[src/rtl/mem_port_arbiter.sv]
// Shares the data-memory stage between the core MEM stage (port C) and the key loader (port L).
// Fixed priority with loader starvation relief and burst lock; read data and range errors return after READ_LATENCY.
module mem_port_arbiter #(
    parameter int WIDTH        = 32,
    parameter int READ_LATENCY = 1,
    parameter int MAX_WAIT     = 4,
    parameter int MAX_BURST    = 8
) (
    input  logic             clk,
    input  logic             rst,
    input  logic             c_req,
    input  logic             c_we,
    input  logic [WIDTH-1:0] c_addr,
    input  logic [WIDTH-1:0] c_wdata,
    output logic             c_gnt,
    output logic             c_rvalid,
    output logic [WIDTH-1:0] c_rdata,
    output logic             c_err,
    input  logic             l_req,
    input  logic             l_we,
    input  logic [WIDTH-1:0] l_addr,
    input  logic [WIDTH-1:0] l_wdata,
    input  logic             l_lock,
    output logic             l_gnt,
    output logic             l_rvalid,
    output logic [WIDTH-1:0] l_rdata,
    output logic             l_err,
    output logic             mem_we,
    output logic [WIDTH-1:0] mem_addr,
    output logic [WIDTH-1:0] mem_wdata,
    input  logic [WIDTH-1:0] mem_rdata
);

    localparam int WW = $clog2(MAX_WAIT + 1);
    localparam int BW = $clog2(MAX_BURST + 1);

    typedef struct packed {
        logic valid;
        logic port;     // 1 = loader
        logic is_read;
        logic err;
    } tag_t;

    logic [WW-1:0]    wait_cnt_reg;
    logic [BW-1:0]    burst_cnt_reg;
    logic             l_last_reg;
    tag_t             tag_reg [READ_LATENCY];
    logic [WIDTH-1:0] c_rdata_reg;
    logic [WIDTH-1:0] l_rdata_reg;

    logic             starved;
    logic             lock_hold;
    logic             grant_c;
    logic             grant_l;
    logic             any_gnt;
    logic             win_we;
    logic [WIDTH-1:0] win_addr;
    logic [WIDTH-1:0] win_wdata;
    logic             in_range;
    tag_t             new_tag;
    tag_t             out_tag;
    logic             c_hit;
    logic             l_hit;
    logic [WIDTH-1:0] c_rdata_next;
    logic [WIDTH-1:0] l_rdata_next;

    always_comb begin
        starved   = l_req && (wait_cnt_reg == WW'(MAX_WAIT));
        lock_hold = l_last_reg && l_lock && l_req && (burst_cnt_reg < BW'(MAX_BURST));
        grant_c   = 1'b0;
        grant_l   = 1'b0;
        if (!rst) begin
            if (lock_hold || starved) begin
                grant_l = 1'b1;
            end else if (c_req) begin
                grant_c = 1'b1;
            end else if (l_req) begin
                grant_l = 1'b1;
            end
        end
    end

    assign any_gnt   = grant_c || grant_l;
    assign win_we    = grant_l ? l_we    : c_we;
    assign win_addr  = grant_l ? l_addr  : c_addr;
    assign win_wdata = grant_l ? l_wdata : c_wdata;
    assign in_range  = ((win_addr >> 18) == '0);

    assign c_gnt     = grant_c;
    assign l_gnt     = grant_l;
    assign mem_we    = any_gnt && win_we && in_range;
    assign mem_addr  = any_gnt ? win_addr  : '0;
    assign mem_wdata = any_gnt ? win_wdata : '0;

    always_comb begin
        new_tag         = '0;
        new_tag.valid   = any_gnt;
        new_tag.port    = grant_l;
        new_tag.is_read = any_gnt && !win_we;
        new_tag.err     = any_gnt && !in_range;
    end

    always_ff @(posedge clk) begin
        if (rst) begin
            wait_cnt_reg  <= '0;
            burst_cnt_reg <= '0;
            l_last_reg    <= 1'b0;
        end else begin
            if (l_req && !grant_l) begin
                wait_cnt_reg <= (wait_cnt_reg == WW'(MAX_WAIT)) ? wait_cnt_reg : wait_cnt_reg + 1'b1;
            end else begin
                wait_cnt_reg <= '0;
            end
            // Counts locked loader grants including the first; any lost grant or dropped lock restarts it.
            if (grant_l && l_lock) begin
                burst_cnt_reg <= (burst_cnt_reg == BW'(MAX_BURST)) ? burst_cnt_reg : burst_cnt_reg + 1'b1;
            end else begin
                burst_cnt_reg <= '0;
            end
            l_last_reg <= grant_l;
        end
    end

    always_ff @(posedge clk) begin
        if (rst) begin
            for (int i = 0; i < READ_LATENCY; i++) begin
                tag_reg[i] <= '0;
            end
        end else begin
            tag_reg[0] <= new_tag;
            for (int i = 1; i < READ_LATENCY; i++) begin
                tag_reg[i] <= tag_reg[i-1];
            end
        end
    end

    // The tag leaves the pipe in the same cycle the memory presents the read data.
    assign out_tag  = tag_reg[READ_LATENCY-1];
    assign c_hit    = !rst && out_tag.valid && !out_tag.port;
    assign l_hit    = !rst && out_tag.valid && out_tag.port;
    assign c_rvalid = c_hit && out_tag.is_read;
    assign l_rvalid = l_hit && out_tag.is_read;
    assign c_err    = c_hit && out_tag.err;
    assign l_err    = l_hit && out_tag.err;

    always_comb begin
        c_rdata_next = c_rdata_reg;
        l_rdata_next = l_rdata_reg;
        if (c_rvalid) begin
            c_rdata_next = out_tag.err ? '0 : mem_rdata;
        end
        if (l_rvalid) begin
            l_rdata_next = out_tag.err ? '0 : mem_rdata;
        end
    end

    assign c_rdata = rst ? '0 : c_rdata_next;
    assign l_rdata = rst ? '0 : l_rdata_next;

    always_ff @(posedge clk) begin
        if (rst) begin
            c_rdata_reg <= '0;
            l_rdata_reg <= '0;
        end else begin
            c_rdata_reg <= c_rdata_next;
            l_rdata_reg <= l_rdata_next;
        end
    end

endmodule

[config.mk]
export PLATFORM = sky130hd
export DESIGN_NAME = mem_port_arbiter
export DESIGN_NICKNAME = d
export VERILOG_FILES = /design/src/rtl/mem_port_arbiter.sv
export SDC_FILE = /design/constraint.sdc
export NUM_CORES = 1
export LEC_CHECK = 0
export CAP_MARGIN = 20
export CORE_ASPECT_RATIO = 0.5
export CORE_MARGIN = 2
export CORE_UTILIZATION = 37
export DETAILED_ROUTE_END_ITERATION = 8
export HOLD_SLACK_MARGIN = 0.15
export PLACE_DENSITY = 0.91
export SLEW_MARGIN = 20
export SYNTH_ARGS = -nofsm -noshare
export SYNTH_HDL_FRONTEND = slang
export SYNTH_SLANG_ARGS = --single-unit
export TNS_END_PERCENT = 10
[constraint.sdc]
create_clock -name clk -period 4.8 [get_ports clk]
set_input_delay 0.96 -clock clk [delete_from_list [all_inputs] [get_ports clk]]
set_output_delay 0.96 -clock clk [all_outputs]
set_load 0.01 [all_outputs]
# [After elaboration in Yosys (flattened, before gate mapping)]
# Memory sizes are Yosys's and may differ from the RTL's.
# Cells that the tools add are included.
[word_totals] word_cells=63 output_inout_bits=135 ramBits=4 mem_count=1 inputBits=167 regBits=72
[mem_list] memory="tag_reg" depth=1 word_bits=4 rd=1 rd_clocked_by_memory_dff=0 write_ports=1 line="47" source="tag_t tag_reg [READ_LATENCY];"
[op_classes] mux=22 eq_ne=2 n_reduce_logical=28 addsub=2 bitwise=2 n_lt_le_gt_ge=1
[ops] operator="$mux W32" n=9
[ops] operator="$logic_not A32 Y1" n=1
[ops] operator="$logic_and A1 B1 Y1" n=17
[ops] operator="$mux W1" n=12
[ops] operator="$logic_not A1 Y1" n=5
[ops] operator="$add A4 B1 Y4 const B" n=1
[ops] operator="$eq A4 B4 Y1 const B" n=1
[ops] operator="$lt A4 B4 Y1 const B" n=1
[ops] operator="$mux W4" n=1
[ops] operator="$reduce_or A2 Y1" n=2
[ops] operator="$reduce_or A4 Y1" n=1
[ops] operator="$add A3 B1 Y3 const B" n=1
[ops] operator="$eq A3 B3 Y1 const B" n=1
[ops] operator="$logic_or A1 B1 Y1" n=2
[ops] operator="$not A1 Y1" n=2

# [Longest topological paths before layout]
[logic_depth] ltp_word=11 ltp_mapped=10 ltp_nobuf=7

# [Least setup slack after synthesis]
# Ideal clock, no wire load.
[synth_timing] path_type="input to output" start="input rst" end="output c_rdata[22]" t_required_ns=3.840 cell_stages=6 n_path_buf=1 t_arrival_ns=1.975 path_slack_ns=1.865 path_cell_list="nor2b_1 > nand3b_1 > inv_1 > buf_2 > nand2_1 > a21oi_1"
[synth_via] elab_chain_len=6
[synth_rtl] item="start, declared" line="10" source="input logic rst,"
[synth_rtl] item="$logic_not A1 Y1" line="139" source="assign c_hit = !rst && out_tag.valid && !out_tag.port;"
[synth_rtl] item="$logic_and A1 B1 Y1 (2 in a row)" line="139"
[synth_rtl] item="$logic_and A1 B1 Y1" line="141" source="assign c_rvalid = c_hit && out_tag.is_read;"
[synth_rtl] item="net c_rvalid" line="16" source="output logic c_rvalid,"
[synth_rtl] item="$mux W32" line="149" source="if (c_rvalid) begin"
[synth_rtl] item="$mux W32" line="157" source="assign c_rdata = rst ? '0 : c_rdata_next;"
[synth_rtl] item="end, declared" line="17" source="output logic [WIDTH-1:0] c_rdata,"
# The timed path passes the listed nets, and every way through them passes these cells.

# [Worst setup path in the final report]
[layout_timing] start="input l_lock" end="output mem_addr[31]"
[layout_via] elab_chain_len=8 word_cells_on_any_way=11 classes_between="mux: 6; reduce/logical: 5"
[layout_rtl] item="start, declared" line="23" source="input logic l_lock,"
[layout_rtl] item="$logic_and A1 B1 Y1 (*) (3 in a row)" line="69" source="lock_hold = l_last_reg && l_lock && l_req && (burst_cnt_reg < BW'(MAX_BURST));"
[layout_rtl] item="$logic_or A1 B1 Y1 (*)" line="73" source="if (lock_hold || starved) begin"
[layout_rtl] item="$mux W1" line="73"
[layout_rtl] item="$mux W1" line="72" source="if (!rst) begin"
[layout_rtl] item="$mux W32 / $logic_or A1 B1 Y1 (equally long branches)" line="85, 83"
[layout_rtl] item="$mux W32 (*)" line="92" source="assign mem_addr = any_gnt ? win_addr : '0;"
[layout_rtl] item="end, declared" line="29" source="output logic [WIDTH-1:0] mem_addr,"
# Every way passes the cells marked *; elsewhere a longest branch is shown, timed or not.

==> flow_results.org <==
** Finish
- The sequential cells in the finished layout cover a total of 1500 um2.
- Filler cell count :: between 700 and 800
- Layout cell share with drive strength beyond 1 :: between 4 and 5%
- Net count of the finished layout :: between 1000 and 1500
- The repair_antennas step left the layout with diodes totalling 0.
- Area growth from synthesis to layout :: 85.6%
- Multi-input gate area in the final layout :: 2210 um2

** Global routing
- Global routing consumed, over all layers together, around 28% of the routing resources.
- GRT overflow :: 0
- The first global-routing pass estimated 25800 um of wire.
- The number of global-route vias before repair came to 5036.
- The initial antenna violation count was 0.
- Largest net degree at the start of global routing :: 70

** Synth
- Portion of netlist area occupied by mux cells :: less than 1%
- The number of nets handed over by synthesis was a little under 800.
- Of the total synthesized cell area, the portion taken by XOR and XNOR cells is 0.663%.
- The synthesized netlist devotes 1.26% of its cell area to adder and majority cells.
- Sorting the synthesized cells by how often they occur yields nand2_1, a21oi_1, dfxtp_1.
- In the synthesized netlist the dominant register cell turns out to be dfxtp_1.
- The Yosys step of the flow raised 0 warnings.
- The synthesized design spends more area on one cell type than any other, namely dfxtp_1.
- Post-Syn Area :: 3960 um2
- By area the synthesized netlist is led by dfxtp_1, nand2_1, a21oi_1.
- Synth Area in Simple Gates :: 35.2%
- Synthesized flop and latch total :: 75
- Post-synthesis instance total :: 601
- Fraction of synthesis flops using an asynchronous set or reset pin :: 0%
- The synthesized netlist devotes 18.1% of its cell area to compound gates.
- Sequential elements use 37.9% of the synthesized area.
- Library cell with the highest instance count after synthesis :: nand2_1
- Dividing the synthesized area by the synthesized cell count gives 6.59 um2.
- Number of enable-type register cells in the synthesized netlist :: 0
- Dominant combinational cell family by area after synthesis :: simple AND/OR/NAND/NOR gates
- Portion of synthesized cell area occupied by the leading cell type :: 37.9%
- After synthesis, the netlist uses 30 different library cells.

** Clock tree
- Gates resized during post-CTS repair numbered 0.
- In this run the deepest clock path goes through 2 buffers.
- In this run the number of H-tree levels came out at 3.
- After clock tree synthesis, the flow added hold-fix buffers numbering 0.
- Number of buffers created by CTS :: 9
- TritonCTS built the clock tree.
- Once the clock tree was built, the setup fixing pass inserted 0 buffers.
- TritonCTS sink count :: 75
- At the later pin of the worst-skew pair, clock insertion delay measures about 320 ps.
- After clock tree synthesis, the clock-pin slew on the worst setup and hold paths is 50 ps.
- Root buffer cell :: clkbuf_16

** Floorplan
- Die Height :: 77.2 um
- Pin placement for this block handled 302 I/O pins.
- Area enclosed by the die boundary :: between 10000 and 15000 um2
- Cell row count :: 26
- DIE WIDTH :: 150 um
- Area of the core :: 10300 um2
- For this configuration, the core starts out at a cell density of 38.4%.

** Pwr
- Power per cell area :: 235 nW/um2
- For this design the static power due to leakage is 0.00269 uW.
- Power spent charging and discharging nets :: roughly 410 uW
- In this run, the combinational gates consume 21.7% of the power.
- The clock network burns about two fifths of the power.
- Internal power :: 1320 uW
- Switching Share :: a little under a quarter
- VDD sags by at most approximately 200 uV.
- Sequential share of power :: between 30 and 40%

** Critical path
- Ordered cell list for the critical path :: clkdlybuf4s50_1 -> nand3b_1 -> a31o_2 -> clkinv_4 -> nand2_1 -> a21oi_1 -> clkdlybuf4s50_1
- The worst register-to-register path ends at burst_cnt_reg[0]$_SDFFE_PP0N_.
- Largest fanout on the critical path :: between 60 and 70
- Counting stages on the worst path, the most repeated cell is clkdlybuf4s50_1.
- Slack of the worst reg-to-reg path :: around 3000 ps
- Maximum single-stage delay on the critical path :: 590 ps
- Data arrives at the worst endpoint at 3210 ps.
- The worst setup path is launched from a primary input.
- By startpoint and endpoint, the worst setup path is classified as primary input to output port.
- The worst register-to-register path begins at wait_cnt_reg[0]$_SDFFE_PP0P_.
- Required arrival time at the worst endpoint :: ~3800 ps
- CP endpoint kind :: output port
- Counting cells, the worst reg-to-reg path comes to 7.
- For this design, the slowest cell found on the critical path is clkdlybuf4s50_1.

** Placement
- At the end of routability-driven placement, the weighted congestion stood at 0.968.
- Count of port buffers added during placement :: roughly 300
- DP Worst Slack :: 676 ps
- HPWL Detailed :: 12500 um

** STA
- Setup repair after global routing left no endpoint under its margin.
- Clock period minus worst slack :: 4170 ps
- Setup violations remaining at the end of the flow were counted as 0.
- Derived from the worst setup path, the maximum achievable clock frequency is 240 MHz.
- Number of max-slew violations in the final report :: 0
- For the final routed database, the setup TNS stands at 0 ps.
- The count of final hold-check violations is 0.
- For the pin with the worst max-slew slack, the measured transition is around 670 ps.
- Final worst slack :: 631 ps
- In the finished design, the share of the clock period the worst path needs comes to 86.9%.
- Headroom to the max-slew limit came out at a little under three fifths.
- Maximum clock skew at final layout :: 4.69 ps

** Run status
- Outcome :: complete, no violations

** Worst hold path
- Hold crit path type :: register to register
- Worst Hold Path EP :: l_rdata_reg[1]$_DFF_P_
- Along the worst hold path, the cell count comes to 2.
- In this run the most critical hold path is launched from l_rdata_reg[1]$_DFF_P_.

** Routing
- For this block, the via count after detailed routing is 5062.
- WL final :: around 17000 um
- Final ANT Viol Nets :: 0
- Post-detailed-route via-to-cell ratio :: 4.94
- Post-route DRC :: 0
- In the final routed layout, each cell accounts on average for 16.4 um.
- In this run, the number of DRC markers left after iteration 0 of detailed routing was around 320.
- The first detailed-routing pass took 6 iterations.

** Job
- Total of max-cap violations :: 0
## cell usage in the layout (no fill, tap or decap), types with 4 or more instances in the layout
cell	count
buf_4	9
inv_1	8
nor2_1	10
clkdlybuf4s50_1	300
a21oi_2	10
a21oi_1	119
ha_1	4
dfxtp_1	75
clkbuf_16	9
nor4_1	7
nand4_1	4
nand3b_1	4
nor2b_1	33
nand2_1	263
## final cells by class
class	instances	share of cell area, %
clock buffer	10	3.25
clock inverter	6	1.21
inverter	10	0.579
multi-input combinational	472	30.1
sequential	75	20.4
tap	140	2.38
timing repair buffer	311	42.1
## worst max-delay path, delay by kind of cell
family / cells / cell delay [ps]
buffers and inverters: 3 / 1440
AO/OA/AOI/OAI: 2 / 540
AND/OR/NAND/NOR: 2 / 260
## worst max path at each step
stage	startpoint	to	slack [ps]	cells after the start
2_1_floorplan	rst	c_rdata[22]	1870	6
3_3_place_gp	l_lock	mem_addr[26]	640	7
3_5_place_dp	l_lock	mem_addr[26]	680	7
4_1_cts	l_lock	mem_addr[26]	660	7
5_1_grt	l_lock	mem_we	470	7
6_report	l_lock	mem_addr[31]	630	7
## metal layers
layer | vias to the layer above | part of all wire, % | GRT usage (%)
met5 | - | 0 | 0
met1 | 2321 | 42 | 34.6
li1 | 2498 | - | -
met3 | 43 | 6.4 | 7.68
met4 | 0 | 3.4 | 10.2
met2 | 200 | 48 | 47.7
## cells by family after synthesis
group | after synthesis
adders and majority gates | 4
AOI/OAI and AO/OA | 134
DFF | 75
xor gates and xnor gates | 3
and+or+nand+nor | 330
muxes | 1
buffers and inverters | 54
## power by group through the flow
stage	combinational, uW	sequential, uW	clock [uW]
after floorplan	129	645	0
after global placement	366	645	0
after detailed placement	368	645	0
after CTS	371	631	728
after global routing	398	632	758
final	373	631	720
## through the flow
stage                     std cells  cell area (um2)  utilization, %  power (uW)  hold WS [ps]
after global routing           1024             7350            71.3        1790           475
after CTS                      1024             7350            71.3        1730           459
final                          1024             7350            71.3        1720           458
after global placement         1008             7030            68.1        1010           447
after floorplan                 601             3960               -         773           492
after detailed placement       1008             7030            68.1        1010           450
Note: power is estimated with default switching activity, not from simulation.
